## src/rtl/uart_tx_arbiter_pkg.sv

```systemverilog
// uart_arb_pkg: shared types and defaults for the UART transmit arbiter.
//   arb_state_t           - arbiter FSM state encoding
//   DEFAULT_NUM_REQ       - default number of requesters
//   DEFAULT_DATA_W        - default byte width
//   DEFAULT_START_TIMEOUT - default cycles allowed for busy to rise after start
package uart_arb_pkg;

    localparam int DEFAULT_NUM_REQ       = 4;
    localparam int DEFAULT_DATA_W        = 8;
    localparam int DEFAULT_START_TIMEOUT = 16;

    typedef enum logic [2:0] {
        ST_IDLE      = 3'd0,
        ST_START     = 3'd1,
        ST_WAIT_BUSY = 3'd2,
        ST_WAIT_DONE = 3'd3,
        ST_RELEASE   = 3'd4
    } arb_state_t;

endpackage

```

## src/rtl/uart_tx_arbiter_if.sv

```systemverilog
// uart_tx_arbiter_if: bundles the requester side and the transmitter side of
// the arbiter.
//   i_req        - level request per requester
//   i_data       - byte for requester k in slice k
//   i_uart_busy  - transmitter frame in progress
//   o_start_uart - one-cycle start pulse to the transmitter
//   o_uart_data  - latched byte for the transmitter
//   o_grant      - one-hot current owner
//   o_ack        - one-hot one-cycle completion pulse
//   o_timeout    - one-cycle pulse when the transmitter never went busy
//
// Handshakes: a requester raises i_req[k] with i_data slice k valid and holds
// it until it sees o_ack[k]; it must drop the request on the edge after
// o_ack[k]. Toward the transmitter, o_start_uart is a single-cycle pulse with
// o_uart_data already valid, and i_uart_busy high marks the frame; the frame
// is complete when busy returns low.
// Modports: slave is the arbiter, master is the producer/transmitter side.
interface uart_tx_arbiter_if
    import uart_arb_pkg::*;
#(
    parameter int NUM_REQ = DEFAULT_NUM_REQ,
    parameter int DATA_W  = DEFAULT_DATA_W
);
    logic [NUM_REQ-1:0]        i_req;
    logic [NUM_REQ*DATA_W-1:0] i_data;
    logic                      i_uart_busy;
    logic                      o_start_uart;
    logic [DATA_W-1:0]         o_uart_data;
    logic [NUM_REQ-1:0]        o_grant;
    logic [NUM_REQ-1:0]        o_ack;
    logic                      o_timeout;

    modport slave (
        input  i_req,
        input  i_data,
        input  i_uart_busy,
        output o_start_uart,
        output o_uart_data,
        output o_grant,
        output o_ack,
        output o_timeout
    );

    modport master (
        output i_req,
        output i_data,
        output i_uart_busy,
        input  o_start_uart,
        input  o_uart_data,
        input  o_grant,
        input  o_ack,
        input  o_timeout
    );
endinterface

```

## src/rtl/uart_tx_arbiter_rr_pick.sv

```systemverilog
// rr_pick: combinational round-robin search.
//   i_req    - request vector
//   i_ptr    - index where the search starts (must be < NUM_REQ)
//   o_winner - one-hot winner, zero when nothing is requested
//   o_valid  - at least one request present
// The request vector is doubled so that a search starting at i_ptr can run
// linearly past the top bit and wrap onto the low bits.
module rr_pick #(
    parameter  int NUM_REQ = 4,
    localparam int PTR_W   = $clog2(NUM_REQ)
) (
    input  logic [NUM_REQ-1:0] i_req,
    input  logic [PTR_W-1:0]   i_ptr,
    output logic [NUM_REQ-1:0] o_winner,
    output logic               o_valid
);
    // Only 2*NUM_REQ-1 bits are ever reached because i_ptr < NUM_REQ.
    logic [2*NUM_REQ-2:0] req_dbl;
    logic [2*NUM_REQ-2:0] win_dbl;

    always_comb begin
        req_dbl = {i_req[NUM_REQ-2:0], i_req};
        win_dbl = '0;
        o_valid = 1'b0;
        for (int i = 0; i < NUM_REQ; i++) begin
            if (!o_valid && req_dbl[i + int'(i_ptr)]) begin
                win_dbl[i + int'(i_ptr)] = 1'b1;
                o_valid = 1'b1;
            end
        end
        // Fold the upper copy back onto the real requester positions.
        o_winner = win_dbl[NUM_REQ-1:0] | {1'b0, win_dbl[2*NUM_REQ-2:NUM_REQ]};
    end
endmodule

```

## src/rtl/uart_tx_arbiter.sv

```systemverilog
// uart_tx_arbiter: shares one UART transmitter among NUM_REQ byte producers.
// A round-robin winner's byte is latched, a one-cycle start pulse is issued,
// the transmitter's busy flag is followed until the frame ends (or a start
// timeout fires) and the owner is then acknowledged with a one-cycle pulse.
//   clk         - clock, all state changes on the rising edge
//   i_reset_n   - synchronous active-low reset
//   bus         - requester and transmitter signals (slave modport)
//   o_dbg_state - current FSM state, for observation only
// Parameters: NUM_REQ 2..8, DATA_W byte width, START_TIMEOUT >= 2 cycles.
module uart_tx_arbiter
    import uart_arb_pkg::*;
#(
    parameter int NUM_REQ       = DEFAULT_NUM_REQ,
    parameter int DATA_W        = DEFAULT_DATA_W,
    parameter int START_TIMEOUT = DEFAULT_START_TIMEOUT
) (
    input  logic              clk,
    input  logic              i_reset_n,
    uart_tx_arbiter_if.slave  bus,
    output arb_state_t        o_dbg_state
);
    localparam int PTR_W = $clog2(NUM_REQ);
    localparam int CNT_W = $clog2(START_TIMEOUT) + 1;

    arb_state_t          state_q,   state_d;
    logic [NUM_REQ-1:0]  grant_q,   grant_d;
    logic [DATA_W-1:0]   data_q,    data_d;
    logic [PTR_W-1:0]    ptr_q,     ptr_d;
    logic [CNT_W-1:0]    cnt_q,     cnt_d;
    logic                start_q,   start_d;
    logic [NUM_REQ-1:0]  ack_q,     ack_d;
    logic                timeout_q, timeout_d;

    logic [NUM_REQ-1:0]  pick_winner;
    logic                pick_valid;
    logic [DATA_W-1:0]   pick_data;
    logic [PTR_W-1:0]    pick_idx;
    logic [PTR_W-1:0]    ptr_next;

    rr_pick #(.NUM_REQ(NUM_REQ)) u_rr_pick (
        .i_req    (bus.i_req),
        .i_ptr    (ptr_q),
        .o_winner (pick_winner),
        .o_valid  (pick_valid)
    );

    // Winner's byte and index, decoded from the one-hot pick.
    always_comb begin
        pick_data = '0;
        pick_idx  = '0;
        for (int k = 0; k < NUM_REQ; k++) begin
            if (pick_winner[k]) begin
                pick_data = bus.i_data[k*DATA_W +: DATA_W];
                pick_idx  = PTR_W'(k);
            end
        end
    end

    assign ptr_next = (pick_idx == PTR_W'(NUM_REQ - 1)) ? '0 : pick_idx + PTR_W'(1);

    always_comb begin
        state_d   = state_q;
        grant_d   = grant_q;
        data_d    = data_q;
        ptr_d     = ptr_q;
        cnt_d     = cnt_q;
        start_d   = 1'b0;
        ack_d     = '0;
        timeout_d = 1'b0;

        unique case (state_q)
            ST_IDLE: begin
                if (pick_valid) begin
                    grant_d = pick_winner;
                    data_d  = pick_data;
                    ptr_d   = ptr_next;
                    start_d = 1'b1;
                    state_d = ST_START;
                end
            end
            ST_START: begin
                // Busy is deliberately not looked at here; it is first
                // sampled in WAIT_BUSY.
                cnt_d   = '0;
                state_d = ST_WAIT_BUSY;
            end
            ST_WAIT_BUSY: begin
                if (bus.i_uart_busy) begin
                    state_d = ST_WAIT_DONE;
                end else begin
                    cnt_d = cnt_q + CNT_W'(1);
                    // Give up once the counter steps onto START_TIMEOUT-1.
                    if (cnt_q == CNT_W'(START_TIMEOUT - 2)) begin
                        ack_d     = grant_q;
                        timeout_d = 1'b1;
                        state_d   = ST_RELEASE;
                    end
                end
            end
            ST_WAIT_DONE: begin
                if (!bus.i_uart_busy) begin
                    ack_d   = grant_q;
                    state_d = ST_RELEASE;
                end
            end
            ST_RELEASE: begin
                // Requests are not sampled here, which gives the owner one
                // edge to drop its request after o_ack.
                grant_d = '0;
                state_d = ST_IDLE;
            end
            default: begin
                grant_d = '0;
                state_d = ST_IDLE;
            end
        endcase
    end

    always_ff @(posedge clk) begin
        if (!i_reset_n) begin
            state_q   <= ST_IDLE;
            grant_q   <= '0;
            data_q    <= '0;
            ptr_q     <= '0;
            cnt_q     <= '0;
            start_q   <= 1'b0;
            ack_q     <= '0;
            timeout_q <= 1'b0;
        end else begin
            state_q   <= state_d;
            grant_q   <= grant_d;
            data_q    <= data_d;
            ptr_q     <= ptr_d;
            cnt_q     <= cnt_d;
            start_q   <= start_d;
            ack_q     <= ack_d;
            timeout_q <= timeout_d;
        end
    end

    assign bus.o_start_uart = start_q;
    assign bus.o_uart_data  = data_q;
    assign bus.o_grant      = grant_q;
    assign bus.o_ack        = ack_q;
    assign bus.o_timeout    = timeout_q;
    assign o_dbg_state      = state_q;

endmodule

```

## src/flat_wrapper.sv

```systemverilog
// flat-port wrapper written by rule: the top's interface ports become plain ports
module uart_tx_arbiter_flat import uart_arb_pkg::*;
#(
    parameter int NUM_REQ       = DEFAULT_NUM_REQ,
    parameter int DATA_W        = DEFAULT_DATA_W,
    parameter int START_TIMEOUT = DEFAULT_START_TIMEOUT
)
  (clk, i_reset_n, o_dbg_state, bus_i_req, bus_i_data, bus_i_uart_busy, bus_o_start_uart, bus_o_uart_data, bus_o_grant, bus_o_ack, bus_o_timeout);
  uart_tx_arbiter_if #(.NUM_REQ(NUM_REQ), .DATA_W(DATA_W)) bus_i ();
  input  logic clk;
  input  logic i_reset_n;
  output arb_state_t o_dbg_state;
  input wire logic [$bits(bus_i.i_req)-1:0] bus_i_req;
  input wire logic [$bits(bus_i.i_data)-1:0] bus_i_data;
  input wire logic [$bits(bus_i.i_uart_busy)-1:0] bus_i_uart_busy;
  output wire logic [$bits(bus_i.o_start_uart)-1:0] bus_o_start_uart;
  output wire logic [$bits(bus_i.o_uart_data)-1:0] bus_o_uart_data;
  output wire logic [$bits(bus_i.o_grant)-1:0] bus_o_grant;
  output wire logic [$bits(bus_i.o_ack)-1:0] bus_o_ack;
  output wire logic [$bits(bus_i.o_timeout)-1:0] bus_o_timeout;
  assign bus_i.i_req = bus_i_req;
  assign bus_i.i_data = bus_i_data;
  assign bus_i.i_uart_busy = bus_i_uart_busy;
  assign bus_o_start_uart = bus_i.o_start_uart;
  assign bus_o_uart_data = bus_i.o_uart_data;
  assign bus_o_grant = bus_i.o_grant;
  assign bus_o_ack = bus_i.o_ack;
  assign bus_o_timeout = bus_i.o_timeout;
  uart_tx_arbiter #(.NUM_REQ(NUM_REQ), .DATA_W(DATA_W), .START_TIMEOUT(START_TIMEOUT)) u_core (.clk(clk), .i_reset_n(i_reset_n), .bus(bus_i), .o_dbg_state(o_dbg_state));
endmodule
```

## config.mk

```make
export PLATFORM = sky130hd
export DESIGN_NAME = uart_tx_arbiter_flat
export DESIGN_NICKNAME = d
export VERILOG_FILES = /design/src/rtl/uart_tx_arbiter_pkg.sv /design/src/rtl/uart_tx_arbiter_if.sv /design/src/rtl/uart_tx_arbiter_rr_pick.sv /design/src/rtl/uart_tx_arbiter.sv /design/src/flat_wrapper.sv
export SDC_FILE = /design/constraint.sdc
export NUM_CORES = 1
export LEC_CHECK = 0
export ABC_CLOCK_PERIOD_IN_PS = 5000
export BUFFER_PORTS_ARGS = -buffer_cell sky130_fd_sc_hd__buf_4
export CAP_MARGIN = 20
export CORE_ASPECT_RATIO = 0.8
export CORE_UTILIZATION = 55
export DETAILED_ROUTE_END_ITERATION = 12
export PLACE_DENSITY_LB_ADDON = 0.3
export SLEW_MARGIN = 20
export SYNTH_ARGS = -nofsm -noshare
export SYNTH_HDL_FRONTEND = slang
export SYNTH_SLANG_ARGS = --single-unit
```

## constraint.sdc

```tcl
create_clock -name clk -period 5 [get_ports clk]
set_clock_uncertainty 0.05 [all_clocks]
set_input_delay 0.5 -clock clk [delete_from_list [all_inputs] [get_ports clk]]
set_output_delay 0.5 -clock clk [all_outputs]
set_load 0.02 [all_outputs]
```

==> results of run 1 <==
[final cells by class]
class	instances	share of cell area, %
Clock buffer	3	1.73
Clock inverter	1	1.26
Tap cell	40	2.10
Multi-Input combinational cell	171	51.9
Timing Repair Buffer	60	18.9
Sequential cell	28	23.5
Inverter	4	0.629
[critical path, delay by kind of cell, from the launching register on]
family,cells,cell delay (ns)
and+or+nand+nor,2,0.52
DFF,1,0.81
AOI/OAI and AO/OA,4,1.28
adders and majority gates,1,0.57
buffers and inverters,1,0.31
[worst max-delay path by stage]
stage                                 start                                      to  slack, ns  cells past startpoint
2_1_floorplan  u_core.ptr_q[0]$_SDFFE_PN0P_            u_core.ptr_q[0]$_SDFFE_PN0P_       2.42                     11
3_3_place_gp   u_core.ptr_q[0]$_SDFFE_PN0P_  u_core.bus.o_uart_data[3]$_SDFFE_PN0P_       1.66                      8
3_5_place_dp   u_core.ptr_q[0]$_SDFFE_PN0P_  u_core.bus.o_uart_data[6]$_SDFFE_PN0P_       1.52                      8
4_1_cts        u_core.ptr_q[0]$_SDFFE_PN0P_  u_core.bus.o_uart_data[7]$_SDFFE_PN0P_       1.47                      8
5_1_grt        u_core.ptr_q[0]$_SDFFE_PN0P_  u_core.bus.o_uart_data[4]$_SDFFE_PN0P_       1.08                      8
6_report       u_core.ptr_q[0]$_SDFFE_PN0P_  u_core.bus.o_uart_data[7]$_SDFFE_PN0P_       1.40                      8
[metal layers]
layer  part of all wire (%)  vias to the layer above  track usage [%]
met4                   0.70                        0             3.90
met3                    7.3                        6             6.46
li1                       -                      940                -
met1                     45                      875             38.3
met2                     47                       91             43.5
met5                      0                        -                0
[cell usage after synthesis, types with 2 or more instances]
cell / count / area, µm²
a21boi_1: 2 / 15.0
inv_1: 4 / 15.0
a21o_1: 2 / 15.0
and2_1: 7 / 43.8
a21oi_1: 6 / 30.0
ha_1: 9 / 113
nor3b_1: 3 / 22.5
mux4_2: 2 / 45.0
nand2_1: 10 / 37.5
nand2b_1: 13 / 81.3
o21ai_1: 3 / 15.0
nand3b_1: 10 / 75.1
nor2_1: 19 / 71.3
mux2_2: 2 / 22.5
o22ai_2: 2 / 25.0
buf_2: 2 / 10.0
a221oi_1: 8 / 70.1
o211ai_1: 3 / 22.5
nor3_1: 5 / 25.0
a211oi_1: 4 / 30.0
a31oi_1: 11 / 68.8
o21ai_0: 5 / 25.0
o21a_1: 3 / 22.5
o221a_2: 3 / 33.8
xor2_1: 2 / 17.5
dfxtp_1: 28 / 561
nand4_1: 11 / 68.8
buf_6: 2 / 22.5
o311ai_0: 8 / 70.1
clkbuf_1: 7 / 26.3
[kinds of logic after synthesis]
kind of cell	Yosys count	share of synthesized area, %
AND/OR/NAND/NOR	84	25.0
AO/OA/AOI/OAI	70	29.0
flip-flops	28	29.8
buffers and inverters	16	4.32
adder cells (fa/ha/maj)	9	5.99
multiplexers	6	4.92
XOR/XNOR	2	0.932
[layout by cell type (no fill, tap or decap), drive strengths merged, types with 4 or more instances in the layout]
| master | synthesis | layout |
|---|---|---|
| buf | 5 | 60 |
| dfxtp | 28 | 28 |
| nor2 | 19 | 19 |
| nand2b | 13 | 13 |
| a31oi | 11 | 11 |
| nand4 | 11 | 11 |
| nand2 | 10 | 10 |
| nand3b | 10 | 10 |
| ha | 9 | 9 |
| a221oi | 9 | 9 |
| o311ai | 8 | 8 |
| o21ai | 8 | 8 |
| and2 | 7 | 7 |
| a21oi | 6 | 6 |
| nor3 | 5 | 5 |
| inv | 4 | 4 |
| a211oi | 4 | 4 |
| nor3b | 4 | 4 |
[report_power, final]
part	total, mW	internal, mW	switching [mW]	leakage [nW]
Combinational	0.974	0.403	0.571	0.715
Sequential	0.367	0.285	0.0820	0.229
Clock	0.176	0.107	0.0686	0.0357
[state kept, by name, summed over array words and instances (netlist names)]
register / count
u_core.bus.o_uart_data: 8
u_core.cnt_q: 5
u_core.bus.o_ack: 4
u_core.bus.o_grant: 4
u_core.o_dbg_state: 3
u_core.ptr_q: 2
u_core.bus.o_start_uart: 1
u_core.bus.o_timeout: 1
==> summary.md, run 1 <==
| Metric | Value |
|---|---|
| Run status | finished clean |
| CP required | 5.16 ns |
| Initial Utilization | 59.2% |
| Worst-margin pin slew | 0.852 ns |
| Leak | 0.980 nW |
| Die width | 67.4 µm |
| Type of the most critical hold path | in2reg |
| CTS tree | built |
| DP Area | 2310 µm² |
| Crit Path Max Fanout | 21 |
| Final hold violations | 0 |
| TritonCTS Buffers | 3 |
| Routed via count | 1,912 |
| Pre-CTS WS | 1.52 ns |
| Worst Hold End | u_core.bus.o_timeout$_SDFF_PP0_ |
| Post-synthesis cell count | 215 |
| First-pass GRT wire length | 7.54 mm |
| Root buffer cell | clkbuf_8 |
| Die height | 54.3 µm |
| Final setup vio count | 0 |
| # hold bufs at CTS | 0 |
| Core area | 3180 µm² |
| Setup ws final | 1.40 ns |
| Largest net degree at the start of global routing | 28 |
| Register area share after synthesis | 29.8% |
| Sink Count | 28 |
| CP max stage delay | 0.81 ns |
| Fmax | 0.277 GHz |
| Headroom to the max-slew limit | 43.2% |
| Max-slew violations | 0 |
| Sequential cell area | 561 µm² |
| Synthesized net count | 263 |
| Routed WL | 4.85 mm |
| Hold depth | 2 |
| WL/cell | 15.8 µm |
| Seq cells post-synth | 28 |
| Reg2Reg Depth | 8 |
| Clock latency on the worst-skew pair | 0.27 ns |
| GR Util All Layers | 27.4% |
| Setup Buffers After CTS | 0 |
| Final instance area | 2390 µm² |
| Max Cap Violations | 0 |
| PwrDens | 635 nW/µm² |
| Final min period | 3.60 ns |
| CP Class | reg2reg |
| Pwr Total | 1.52 mW |
| H-tree lvl count | 1 |
| Final Cycle Share | 72.1% |
| Max Root-Sink Buffers | 2 |
| Syn-to-layout area delta | 26.9% |
| Syn avg cell area | 8.75 µm² |
| Max IR drop VDD | 0.000529 V |
| CTS clk-pin slew, worst paths | 0.09 ns |
| Vias per inst | 6.23 |
| Drt first pass iters | 4 |
| Row Count | 18 |
| Worst R2R Start | u_core.ptr_q[0]$_SDFFE_PN0P_ |
| Top FF cell, synth | dfxtp_1 |
| Number of global-route vias before repair | 1,625 |
| Worst r2r dst | u_core.bus.o_uart_data[7]$_SDFFE_PN0P_ |
| Flop-to-flop setup slack | 1.40 ns |
| Post-CTS Resized | 0 |
| Crit-path cells | inv_1 -> ha_1 -> a21bo_2 -> nor3b_1 -> o21ai_1 -> o22ai_1 -> nand4_1 -> a31oi_1 |
| Initial drt markers | 97 |
| Fillers | 230 |
| Drc violations | 0 |
| Share of layout cells above drive strength 1 | 29.6% |
| Area of the die | 3660 µm² |
| Setup TNS | 0 ns |
| Global-route congestion overflow total | 0 |
| WP data arrival | 3.76 ns |
| Number of nets in the layout | 316 |
| HPWL Detailed | 3.41 mm |
| Antenna violations before repair | 0 |
| Syn Std Cell Area | 1880 µm² |
| Number of flops mapped to enable cells by yosys | 0 |
| Ports | 60 |
| Ant diodes | 0 |
| Area used by multi-input combinational logic | 1240 µm² |
| Post-Layout Cell Count | 307 |
| Yosys cell types | 49 |
| Port Buffer Count | 59 |
| CP Launch Type | flop |
| Synth warn | 0 |
| Critical path capture point type | flop |
| Asr flop ratio synth | 0% |
| GP Congestion | 0.904 |
| Post-route ant nets | 0 |
| RSZ-0062 raised after global routing | false |
| Slowest cell on crit path | dfxtp_1 |
| Hold_sp | bus_i_uart_busy |
| Post-layout util | 75.1% |
| WHS | 0.402 ns |
| Placed instance count | 303 |
Note: power is estimated with default switching activity, not from simulation.
==> inputs of run 2 (changes only) <==
--- a/config.mk
+++ b/config.mk
@@ -5,11 +5,11 @@
 export SDC_FILE = /design/constraint.sdc
 export NUM_CORES = 1
 export LEC_CHECK = 0
-export ABC_CLOCK_PERIOD_IN_PS = 5000
+export ABC_CLOCK_PERIOD_IN_PS = 3300
 export BUFFER_PORTS_ARGS = -buffer_cell sky130_fd_sc_hd__buf_4
 export CAP_MARGIN = 20
 export CORE_ASPECT_RATIO = 0.8
-export CORE_UTILIZATION = 55
+export CORE_UTILIZATION = 46
 export DETAILED_ROUTE_END_ITERATION = 12
 export PLACE_DENSITY_LB_ADDON = 0.3
 export SLEW_MARGIN = 20
==> constraint.sdc (replaced) <==
create_clock -name clk -period 3.3 [get_ports clk]
set_clock_uncertainty 0.05 [all_clocks]
set_input_delay 0.33 -clock clk [delete_from_list [all_inputs] [get_ports clk]]
set_output_delay 0.33 -clock clk [all_outputs]
set_load 0.02 [all_outputs]
==> summary.md, run 2 (synthesis gave the netlist of run 1 again) <==
| Metric | Value |
|---|---|
| Run status | finished clean |
| Port Buffer Count | 59 (unchanged) |
| Number of nets in the layout | 320 (+1.3%) |
| HPWL Detailed | 3.54 mm (+4.0%) |
| Ports | 60 (unchanged) |
| Number of global-route vias before repair | 1,721 (+5.9%) |
| Routed via count | 1,955 (+2.2%) |
| Max IR drop VDD | 0.000577 V (+9.1%) |
| Share of layout cells above drive strength 1 | 30.6% (+1.0 points) |
| Syn-to-layout area delta | 29.5% |
| Final Cycle Share | 85.1% (+13 points) |
| Headroom to the max-slew limit | 54.6% (+11 points) |
| Commonest non-fill, non-tap cell in the layout | buf_4 |
| Sink Count | 28 (unchanged) |
| Row Count | 20 (+2) |
| # hold bufs at CTS | 0 (unchanged) |
| CP max stage delay | 0.52 ns (-0.29 ns) |
| Root buffer cell | clkbuf_8 |
| Final min period | 2.81 ns (-0.796 ns) |
| Placed instance count | 322 (+6.3%) |
| TritonCTS Buffers | 3 (unchanged) |
| Met2 usage | 37.2% (-6.3 points) |
| CP required | 3.46 ns (-1.70 ns) |
| Most frequent cells in the layout | 64 x buf_4, 28 x dfxtp_1, 19 x nor2_1 |
| Critical path capture point type | flop |
| Global-route congestion overflow total | 0 (unchanged) |
| Vias per inst | 6.00 (-3.7%) |
| Most Crowded Layer GR | met2 |
| Type of the most critical hold path | in2reg |
| Max-slew violations | 0 (unchanged) |
| Initial Utilization | 48.8% (-10 points) |
| CP Launch Type | flop |
| Setup Buffers After CTS | 0 (unchanged) |
| Max Root-Sink Buffers | 2 (unchanged) |
| Max reg flops | 8 (unchanged) |
| Post-CTS Resized | 0 (unchanged) |
| Final hold violations | 0 (unchanged) |
| WL/cell | 14.7 µm (-6.7%) |
| Delay-heaviest family, CP | compound AO/OA/AOI/OAI gates |
| CTS tree | built |
| Post-route ant nets | 0 (unchanged) |
| Crit Path Max Fanout | 19 (-9.5%) |
| Core area | 3850 µm² (+21%) |
| PwrDens | 957 nW/µm² (+51%) |
| Fillers | 364 (+58%) |
| Setup TNS | 0 ns (unchanged) |
| Final setup vio count | 0 (unchanged) |
| Crit. Startpoint | u_core.ptr_q[1]$_SDFFE_PN0P_ |
| Crit-path cells | inv_1 -> ha_1 -> a21bo_2 -> nor3b_1 -> o21ai_1 -> o211a_1 -> a211o_1 -> a21boi_1 |
| Largest net degree at the start of global routing | 28 (unchanged) |
| Initial drt markers | 86 (-11%) |
| GP Congestion | 0.872 (-3.5%) |
| Met3 Track Usage GR | 5.10% (-1.4 points) |
| Drt first pass iters | 4 (unchanged) |
| Die width | 73.5 µm (+9.1%) |
| Drc violations | 0 (unchanged) |
| Area of the die | 4350 µm² (+19%) |
| Die height | 59.2 µm (+9.0%) |
| Worst-margin pin slew | 0.677 ns (-0.175 ns) |
| Post-Layout Cell Count | 326 (+6.2%) |
| Hold_sp | bus_i_uart_busy |
| M1 GR Usage | 32.0% (-6.3 points) |
| Buf/Inv on CP | 1 (unchanged) |
| Routed WL | 4.81 mm (-0.95%) |
| Clock latency on the worst-skew pair | 0.28 ns (about the same) |
| Fmax | 0.356 GHz (+28%) |
| Hold depth | 2 (unchanged) |
| Leak | 1.00 nW (+2.1%) |
| H-tree lvl count | 1 (unchanged) |
| Slowest cell on crit path | dfxtp_1 |
| Ant diodes | 0 (unchanged) |
| CP Class | reg2reg |
| GR Util All Layers | 23.1% (-4.3 points) |
| Antenna violations before repair | 0 (unchanged) |
| WP data arrival | 2.97 ns (-0.79 ns) |
| Max Cap Violations | 0 (unchanged) |
| CTS clk-pin slew, worst paths | 0.10 ns (about the same) |
| RSZ-0062 raised after global routing | false |
| Crit. path cell count | 8 (unchanged) |
| Worst R2R Start | u_core.ptr_q[1]$_SDFFE_PN0P_ |
| First-pass GRT wire length | 7.89 mm (+4.7%) |
| Reg2Reg Depth | 8 (unchanged) |
==> run 2: changes by cell type in the layout (fill, tap and decap cells not counted) <==
cell and change:
buf_4 +4
==> run 2: path summary, 6_finish.rpt <==
path                                endpoint  slack, ns
max             u_core.ptr_q[1]$_SDFFE_PN0P_       0.49
min          u_core.bus.o_timeout$_SDFF_PP0_       0.24
max reg2reg     u_core.ptr_q[1]$_SDFFE_PN0P_       0.49
min reg2reg   u_core.bus.o_ack[2]$_SDFF_PN0_       0.44
==> run 2: stage by stage <==
step	hold slack [ns]	worst slack (ns)	util (%)	power (mW)	cell area, µm²
floorplan	0.408	0.725	-	1.67	1880
global placement	0.423	0.660	61.3	2.02	2360
detailed placement	0.430	0.549	61.3	2.05	2360
CTS	0.231	0.526	63.2	2.32	2430
global route	0.233	0.322	63.2	2.50	2430
finish	0.237	0.491	63.2	2.33	2430
==> run 2: cell type report <==
cell class,count,area [µm²],share of cell area [%]
repair buffers,64,480,19.7
multi-input cells,171,1240,50.9
clock buffers,3,41.3,1.70
flip-flops and latches,28,561,23.0
inverters,4,15.0,0.617
clock inverters,1,30.0,1.23
well taps,55,68.8,2.83
==> run 2: layer usage <==
metal / part of all wire, % / vias to the layer above
met5: 0 / -
met4: 1.1 / 0
met3: 7.5 / 7
met2: 47 / 82
met1: 44 / 913
li1: - / 953
==> run 2: where the power goes <==
| group | internal (mW) | switching [mW] | total [mW] |
|---|---|---|---|
| registers | 0.432 | 0.0890 | 0.521 |
| logic | 0.648 | 0.891 | 1.54 |
| clock network | 0.162 | 0.108 | 0.270 |
==> inputs of run 3 (changes only) <==
--- a/config.mk
+++ b/config.mk
@@ -5,11 +5,11 @@
 export SDC_FILE = /design/constraint.sdc
 export NUM_CORES = 1
 export LEC_CHECK = 0
-export ABC_CLOCK_PERIOD_IN_PS = 3300
+export ABC_CLOCK_PERIOD_IN_PS = 3200
 export BUFFER_PORTS_ARGS = -buffer_cell sky130_fd_sc_hd__buf_4
 export CAP_MARGIN = 20
 export CORE_ASPECT_RATIO = 0.8
-export CORE_UTILIZATION = 46
+export CORE_UTILIZATION = 51
 export DETAILED_ROUTE_END_ITERATION = 12
 export PLACE_DENSITY_LB_ADDON = 0.3
 export SLEW_MARGIN = 20
==> constraint.sdc (replaced) <==
create_clock -name clk -period 3.2 [get_ports clk]
set_clock_uncertainty 0.05 [all_clocks]
set_input_delay 0.32 -clock clk [delete_from_list [all_inputs] [get_ports clk]]
set_output_delay 0.32 -clock clk [all_outputs]
set_load 0.02 [all_outputs]
==> summary.md, run 3 (synthesis gave the netlist of run 1 again) <==
| Metric | Value |
|---|---|
| M1 GR Usage | 35.6% (+3.7 points) |
| Max-slew violations | 0 (unchanged) |
| First-pass GRT wire length | 7.89 mm (unchanged) |
| Core area | 3470 µm² (-9.9%) |
| Max Cap Violations | 0 (unchanged) |
| Vias per inst | 6.11 (+1.9%) |
| DP Area | 2340 µm² (-1.0%) |
| GR Util All Layers | 24.4% (+1.3 points) |
| Pwr Total | 2.40 mW (+3.0%) |
| Final hold violations | 0 (unchanged) |
| Ports | 60 (unchanged) |
| Most Crowded Layer GR | met2 |
| CP Class | reg2reg |
| Number of nets in the layout | 319 (-0.31%) |
| Share of layout cells above drive strength 1 | 30.4% (-0.26 points) |
| Post-route ant nets | 0 (unchanged) |
| Final min period | 2.95 ns (+0.145 ns) |
| Antenna violations before repair | 0 (unchanged) |
| Setup Buffers After CTS | 0 (unchanged) |
| Root buffer cell | clkbuf_8 |
| CP Launch Type | flop |
| Initial drt markers | 107 (+24%) |
| Max Root-Sink Buffers | 2 (unchanged) |
| CTS clk-pin slew, worst paths | 0.10 ns (about the same) |
| Run status | finished clean |
| Global-route congestion overflow total | 0 (unchanged) |
| Die width | 69.9 µm (-4.9%) |
| Pre-CTS WS | 0.301 ns (-0.249 ns) |
| Leak | 0.995 nW (-0.52%) |
| Fillers | 283 (-22%) |
| Clock latency on the worst-skew pair | 0.28 ns (about the same) |
| Final Cycle Share | 92.3% (+7.2 points) |
| Post-CTS Resized | 0 (unchanged) |
| Largest net degree at the start of global routing | 28 (unchanged) |
| Critical path capture point type | flop |
| Number of global-route vias before repair | 1,653 (-4.0%) |
| Final instance area | 2410 µm² (-0.98%) |
| Drt first pass iters | 4 (unchanged) |
| Port Buffer Count | 59 (unchanged) |
| Setup TNS | 0 ns (unchanged) |
| Initial Utilization | 54.2% (+5.4 points) |
| TritonCTS Buffers | 3 (unchanged) |
| Worst-margin pin slew | 0.619 ns (-0.0578 ns) |
| CP required | 3.37 ns (-0.09 ns) |
| Headroom to the max-slew limit | 58.5% (+3.9 points) |
| Row Count | 19 (-5.0%) |
| CTS tree | built |
| Sequential cell area | 561 µm² (unchanged) |
| Clk network pwr share | 11.6% (about the same) |
| PwrDens | 995 nW/µm² (+4.0%) |
| Max IR drop VDD | 0.000851 V (+47%) |
| Routed WL | 4.78 mm (-0.56%) |
| Ant diodes | 0 (unchanged) |
| RSZ-0062 raised after global routing | false |
| Routed via count | 1,906 (-2.5%) |
| Crit Path Max Fanout | 19 (unchanged) |
| Met2 usage | 37.2% (about the same) |
| WP data arrival | 3.12 ns (+0.15 ns) |
| Sink Count | 28 (unchanged) |
| HPWL Detailed | 3.41 mm (-3.7%) |
| Commonest non-fill, non-tap cell in the layout | buf_4 |
| Net switching power | 1.12 mW (+3.2%) |
| Final setup vio count | 0 (unchanged) |
| WHS | 0.219 ns (-0.0178 ns) |
| # hold bufs at CTS | 0 (unchanged) |
| WL/cell | 15.3 µm (+3.9%) |
| Die height | 56.3 µm (-4.9%) |
| Sw Ratio | 46.8% (+0.11 points) |
| Type of the most critical hold path | in2reg |
| H-tree lvl count | 1 (unchanged) |
| Max reg flops | 8 (unchanged) |
| Fmax | 0.339 GHz (-4.9%) |
| Area of the die | 3940 µm² (-9.5%) |
| Drc violations | 0 (unchanged) |
| GP Congestion | 0.880 (+0.85%) |
| Sequential share of power | 22.5% (+0.2 points) |
| Combinational Power Share | 65.9% (-0.2 points) |
| Setup ws final | 0.247 ns (-0.245 ns) |
| Int Pwr | 1.28 mW (+2.8%) |
| Met3 Track Usage GR | 5.57% (+0.46 points) |
| Area used by multi-input combinational logic | 1240 µm² (unchanged) |
| Most frequent cells in the layout | 63 x buf_4, 28 x dfxtp_1, 19 x nor2_1 |
| Syn-to-layout area delta | 28.2% |
run 3: cell type report:
cell class | count | area share, %
clock buffers | 3 | 1.71
clock inverters | 1 | 1.25
inverters | 4 | 0.623
multi-input cells | 171 | 51.4
flip-flops and latches | 28 | 23.2
well taps | 42 | 2.18
repair buffers | 63 | 19.6
run 3: power groups by stage:
stage / Combinational (mW) / Sequential [mW] / Clock [mW]
final: 1.58 / 0.540 / 0.279
after global routing: 1.73 / 0.552 / 0.292
after CTS: 1.57 / 0.537 / 0.278
after detailed placement: 1.56 / 0.544 / 0
after global placement: 1.54 / 0.542 / 0
after floorplan: 1.10 / 0.618 / 0
run 3: metrics by stage:
step	cells	utilization (%)
2_1_floorplan	215	-
3_3_place_gp	308	67.4
3_5_place_dp	308	67.4
4_1_cts	312	69.5
5_1_grt	312	69.5
6_report	312	69.5
run 3: routing by layer:
layer  share of wire [%]  wire, µm  up-vias
met5                   0         0        -
met4                0.73        35        0
met3                 6.6       314        4
met2                  46      2180       72
met1                  47      2250      884
li1                    -         -      946
run 3: final timing paths:
check                                from                         endpoint  slack [ns]  cells after the start
max reg2reg  u_core.ptr_q[1]$_SDFFE_PN0P_     u_core.ptr_q[1]$_SDFFE_PN0P_        0.25                      8
max          u_core.ptr_q[1]$_SDFFE_PN0P_     u_core.ptr_q[1]$_SDFFE_PN0P_        0.25                      8
min                       bus_i_uart_busy  u_core.bus.o_timeout$_SDFF_PP0_        0.22                      2
min reg2reg  u_core.cnt_q[4]$_SDFFE_PN0P_     u_core.cnt_q[4]$_SDFFE_PN0P_        0.45                      2
run 3: critical path, stage by stage (launching register included):
cell,delay (ns)
dfxtp_1,0.53
inv_1,0.17
ha_1,0.40
a21bo_2,0.29
nor3b_1,0.34
o21ai_1,0.14
o211a_1,0.46
a211o_1,0.37
a21boi_1,0.14
